$ cat src/rtl/instr_fetch_unit.sv
// Fetch stage: owns the PC, runs the IMem req/ack handshake, and holds the
// instruction for the control unit. Optional target alignment check: MISALIGN_CHECK_EN.
module instr_fetch_unit #(
  parameter logic [31:0] RESET_PC       = 32'h0000_0000,
  parameter int unsigned TIMEOUT_CYCLES = 255
) (
  input  logic        clk,
  input  logic        reset_n,
  output logic        IMemReq,
  output logic [31:0] IMemAddr,
  input  logic        IMemAck,
  input  logic [31:0] IMemRData,
  input  logic        Stall,
  input  logic        PCSrc,
  input  logic [31:0] PCTarget,
  output logic        InstrValid,
  output logic [31:0] Instr,
  output logic [31:0] PC,
  output logic [31:0] PCPlus4,
  output logic [6:0]  op,
  output logic [2:0]  funct3,
  output logic        funct7b5,
  output logic        FetchFault
`ifdef MISALIGN_CHECK_EN
  ,
  output logic        FaultCause
`endif
);

  typedef enum logic [1:0] {S_FETCH, S_EXEC, S_FAULT} state_t;

  localparam logic [31:0] TIMEOUT_LIM = 32'(TIMEOUT_CYCLES);

  state_t      state, state_nxt;
  logic        req_en;
  logic [31:0] wdog_cnt, wdog_nxt, wdog_inc;
  logic [31:0] pc_nxt, instr_nxt, tgt_aligned;
  logic        fetch_live, ack_live, timeout;

`ifdef MISALIGN_CHECK_EN
  logic        cause_nxt;
  logic        misalign;
  assign misalign = PCSrc && (PCTarget[1:0] != 2'b00);
`else
  logic        unused_tgt_lsb;
  assign unused_tgt_lsb = ^PCTarget[1:0];
`endif

  // req_en keeps IMemReq low until the first clock edge after reset release
  assign fetch_live  = (state == S_FETCH) && req_en;
  assign ack_live    = fetch_live && IMemAck;
  assign wdog_inc    = wdog_cnt + 32'd1;
  assign timeout     = (TIMEOUT_LIM != 32'd0) && fetch_live && !IMemAck &&
                       (wdog_inc == TIMEOUT_LIM);
  assign tgt_aligned = {PCTarget[31:2], 2'b00};

  always_comb begin
    state_nxt = state;
    pc_nxt    = PC;
    instr_nxt = Instr;
    wdog_nxt  = wdog_cnt;
`ifdef MISALIGN_CHECK_EN
    cause_nxt = FaultCause;
`endif
    case (state)
      S_FETCH: begin
        if (ack_live) begin
          instr_nxt = IMemRData;
          wdog_nxt  = 32'd0;
          state_nxt = S_EXEC;
        end else if (timeout) begin
          wdog_nxt  = wdog_inc;
          state_nxt = S_FAULT;
`ifdef MISALIGN_CHECK_EN
          cause_nxt = 1'b0;
`endif
        end else if (fetch_live && (TIMEOUT_LIM != 32'd0)) begin
          wdog_nxt = wdog_inc;
        end
      end
      S_EXEC: begin
        if (!Stall) begin
`ifdef MISALIGN_CHECK_EN
          if (misalign) begin
            state_nxt = S_FAULT;
            cause_nxt = 1'b1;
          end else begin
            pc_nxt    = PCSrc ? tgt_aligned : PCPlus4;
            state_nxt = S_FETCH;
          end
`else
          pc_nxt    = PCSrc ? tgt_aligned : PCPlus4;
          state_nxt = S_FETCH;
`endif
        end
      end
      S_FAULT: state_nxt = S_FAULT;
      default: state_nxt = S_FAULT;
    endcase
  end

  always_ff @(posedge clk or negedge reset_n) begin
    if (!reset_n) begin
      state    <= S_FETCH;
      req_en   <= 1'b0;
      wdog_cnt <= 32'd0;
      PC       <= RESET_PC;
      Instr    <= 32'd0;
`ifdef MISALIGN_CHECK_EN
      FaultCause <= 1'b0;
`endif
    end else begin
      state    <= state_nxt;
      req_en   <= 1'b1;
      wdog_cnt <= wdog_nxt;
      PC       <= pc_nxt;
      Instr    <= instr_nxt;
`ifdef MISALIGN_CHECK_EN
      FaultCause <= cause_nxt;
`endif
    end
  end

  assign IMemReq    = fetch_live;
  assign IMemAddr   = PC;
  assign PCPlus4    = PC + 32'd4;
  assign InstrValid = (state == S_EXEC);
  assign FetchFault = (state == S_FAULT);

  // Decode only from the held register so fields stay stable through stalls
  assign op       = Instr[6:0];
  assign funct3   = Instr[14:12];
  assign funct7b5 = Instr[30];

endmodule

$ cat config.mk
export PLATFORM = sky130hd
export DESIGN_NAME = instr_fetch_unit
export DESIGN_NICKNAME = d
export VERILOG_FILES = /design/src/rtl/instr_fetch_unit.sv
export SDC_FILE = /design/constraint.sdc
export NUM_CORES = 1
export LEC_CHECK = 0
export BUFFER_PORTS_ARGS = -buffer_cell sky130_fd_sc_hd__buf_2
export CORE_MARGIN = 8
export CORE_UTILIZATION = 40
export CTS_BUF_LIST = sky130_fd_sc_hd__clkbuf_4 sky130_fd_sc_hd__clkbuf_8
export DETAILED_ROUTE_END_ITERATION = 10
export HOLD_SLACK_MARGIN = 0.08
export PLACE_DENSITY_LB_ADDON = 0.2
export RECOVER_POWER = 100
export SLEW_MARGIN = 20
export SYNTH_ARGS = -nofsm -noshare
export SYNTH_HDL_FRONTEND = slang
export SYNTH_SLANG_ARGS = --single-unit
$ cat constraint.sdc
create_clock -name clk -period 2.7 [get_ports clk]
set_input_delay 0.135 -clock clk [delete_from_list [all_inputs] [get_ports clk]]
set_output_delay 0.135 -clock clk [all_outputs]
set_load 0.02 [all_outputs]
==> run summary <==
Die area: 19500 um2
CTS HTree Levels: 3
CP Buf/Inv Count: 2
Synth Instances: 691
Psw: 0.00271 W
Hold Violations, Final: 0
Critical Path Fanout Max: 6
Post-synth EDFFs: 0
Sink Count: 97
Yosys reg bits: 97
Initial core utilization: 0.405
Clock Path Buffers: 2
Final min period: 2.57 ns
CTS buffer count: 9
CP arrival: 2.44 ns
Yosys warns: 0
Gr usage total: 0.186
Worst Tran Pin Value: 1.17 ns
Pwr dens: 760 nW/um2
Peak VDD IR: 0.458 mV
Post-DP HPWL: 13.1 mm
R2R cell count: 6
Pint: 0.00317 W
Delay-heaviest family, CP: simple AND/OR/NAND/NOR gates
Seq pwr share: 0.401
Syn Area/Cell: 8.84 um2
Layout Skew: 0.0194 ns
Final nets: 973
Filler cell count: 1470
Top Ports: 211
Async SR Flop Fraction: 1.00
DRC errors left: 0
Die Height: 140 um
Setup violators final: 0
Via density: 5.30
Worst Path Required: 2.57 ns
Pleak: 3.37 nW
Worst r2r src: wdog_cnt[5]
Gate power share: 0.423
Vias in the first global route: 5921
Largest net degree at the start of global routing: 55
Yosys top cell by area: dfrtp_1
Synth-to-layout area growth: 26.7%
TritonCTS clock tree: done
Slowest CP cell: or4_4
Setup slack, reg-to-reg: 0.17 ns
Clock latency on the worst-skew pair: 0.39 ns
Synth top area share: 0.397
Max-slew headroom: 0.219
Placed instance area: 7050 um2
Initial antenna violation count: 0
# diodes: 0
Sw frac: 0.461
R2r endpoint: state[1]
CP endpoint kind: output pin
CP endpoint: PCPlus4[31]
Slew Limit Fails: 0
Via count: 5800
Rows: 45
Final antenna-violating net count: 0
Global-route wire length before repair: 29.9 mm
1st-pass router iterations: 4
Worst path depth: 6
Worst setup path start: IMemAddr[16]
Chip width: 140 um
Design Power: 0.00589 W
Wirelength per Cell: 16.9 um
Core Region: 15100 um2
Total of max-cap violations: 0
Worst-path cell chain: inv_1 > or4_4 > or3_4 > nor3_4 > xor2_1 > buf_2
Min-delay worst type: in2reg
Hold path cells: 3
Cell variety after synth: 60
Fmax: 0.388 GHz
Setup TNS: 0 ns
Post-Layout Cell Count: 1094
Top_reg_cell synth: dfrtp_1
Port buffer count: 202
Outcome: finished clean
Gr ovfl total: 0
WL final: 18.5 mm
Synth area leaders: dfrtp_1 (40%), mux2_2 (6.3%), buf_4 (5.9%)
Iter 0 DRT Violations: 301
Post-route cell area: 7740 um2
CTS root buf: clkbuf_8
Crit start category: flop
Routability cong.: 0.875
Clock power share: 0.176
Post-Syn Area: 6110 um2
Crit share post-route: 0.954
Clk pin slew, worst setup/hold paths: 0.09 ns
Seq/Total Area, Yosys: 0.397
Share of post-route cells with drive strength above 1: 0.224
# Post-CTS Setup Buffers: 0
Slowest stage delay, CP: 0.62 ns
Post-Place Cells: 1019
WS Path Type: reg2out
## synth_stat cells, drive strengths merged (2+ instances only)
library cell,n
nor2b,4
ha,3
nand2,76
nor2,44
a22oi,11
and3,16
a21o,3
xnor2,15
nor4,7
clkbuf,38
inv,8
nand4,20
or3,6
a21oi,36
a41o,2
o21ai,69
nand2b,3
o21a,2
and4,3
o31ai,5
o22a,2
nor3b,2
conb,2
a22o,3
mux2i,19
dfrtp,97
o22ai,2
xor2,19
or4,3
nor3,31
nand3,29
buf,61
a31oi,5
mux2,34
## cell usage in the layout (no fill, tap or decap), types with 3 or more instances in the layout
cell	Yosys	routed
clkbuf_1	37	109
buf_2	4	96
dfrtp_1	97	93
nand2_1	75	75
o21ai_0	67	67
dlygate4sd3_1	0	59
nor2_1	44	43
a21oi_1	36	36
mux2_2	34	34
nand3_1	28	29
nor3_1	29	29
buf_4	48	24
xor2_1	19	19
mux2i_1	19	19
nand4_1	17	17
xnor2_1	15	15
and3_1	15	12
a22oi_1	11	11
clkbuf_8	0	11
inv_1	8	8
conb_1	2	7
o31ai_1	5	5
a31oi_1	5	5
dfrtp_2	0	4
nor2b_1	4	4
or3_1	5	4
nor4_2	3	3
nand2b_1	3	3
a21o_1	3	3
clkbuf_2	1	3
## worst min-delay path by stage
stage | from | slack [ns] | end
final | PCTarget[13] | 0.1 | IMemAddr[13]
after detailed placement | reset_n | 0.19 | Instr[1]
after global placement | reset_n | 0.17 | Instr[11]
after floorplan | reset_n | -0.16 | IMemAddr[10]
after CTS | PCTarget[13] | 0.08 | IMemAddr[13]
after global routing | PCTarget[12] | 0.09 | IMemAddr[12]
## worst min-delay path: cells and delay by family
family	cells	cell delay, ns
buffers and inverters	1	0.10
AOI/OAI and AO/OA	2	0.20
## power groups by stage
stage | Sequential [W] | Clock [W] | Combinational, W
2_1_floorplan | 0.00249 | 0 | 0.00169
3_3_place_gp | 0.00233 | 0 | 0.00252
3_5_place_dp | 0.00236 | 0 | 0.00255
4_1_cts | 0.00233 | 0.00107 | 0.00262
5_1_grt | 0.00243 | 0.00112 | 0.00271
6_report | 0.00236 | 0.00104 | 0.00249
## cells by family after synthesis
logic type,Yosys count,synth area share
and+or+nand+nor,246,0.207
AOI/OAI and AO/OA,149,0.143
buffers and inverters,107,0.102
DFF,97,0.397
muxes,53,0.0938
xor gates and xnor gates,34,0.0487
adders and majority gates,3,0.00614
other,2,0.00123
## stage by stage
| step | util | setup WS, ns | hold slack [ns] |
|---|---|---|---|
| finish | 0.513 | 0.125 | 0.0959 |
| global route | 0.513 | -0.00251 | 0.0880 |
| CTS | 0.521 | 0.0224 | 0.0821 |
| detailed placement | 0.467 | 0.138 | 0.192 |
| global placement | 0.467 | 0.228 | 0.172 |
| floorplan | - | 0.0655 | -0.161 |
## metal layers
layer,global-route usage,share of wire
met1,0.223,0.44
met2,0.318,0.49
met3,0.0472,0.060
met4,0.0611,0.013
met5,0,0
## area by class of cell
| class | instances | area [um2] | share of cell area |
|---|---|---|---|
| multi-input combinational | 492 | 3130 | 0.404 |
| tap | 188 | 235 | 0.0304 |
| clock inverter | 5 | 62.6 | 0.00808 |
| timing repair buffer | 293 | 1700 | 0.220 |
| clock buffer | 11 | 151 | 0.0196 |
| inverter | 8 | 30.0 | 0.00388 |
| sequential | 97 | 2430 | 0.314 |
## timing repair
item,CTS,global route
hold endpoints to repair,101,0
setup endpoints to repair,5,7
hold buffers,59,0
pin swaps,2,0
resized for setup,2,15
cloned,0,0
## registers in the layout, summed over array words and instances, names as in the netlist
signal	flops
req_en	1
IMemAddr	30
wdog_cnt	32
state	2
Instr	32
(Power assumes the default switching activity.)
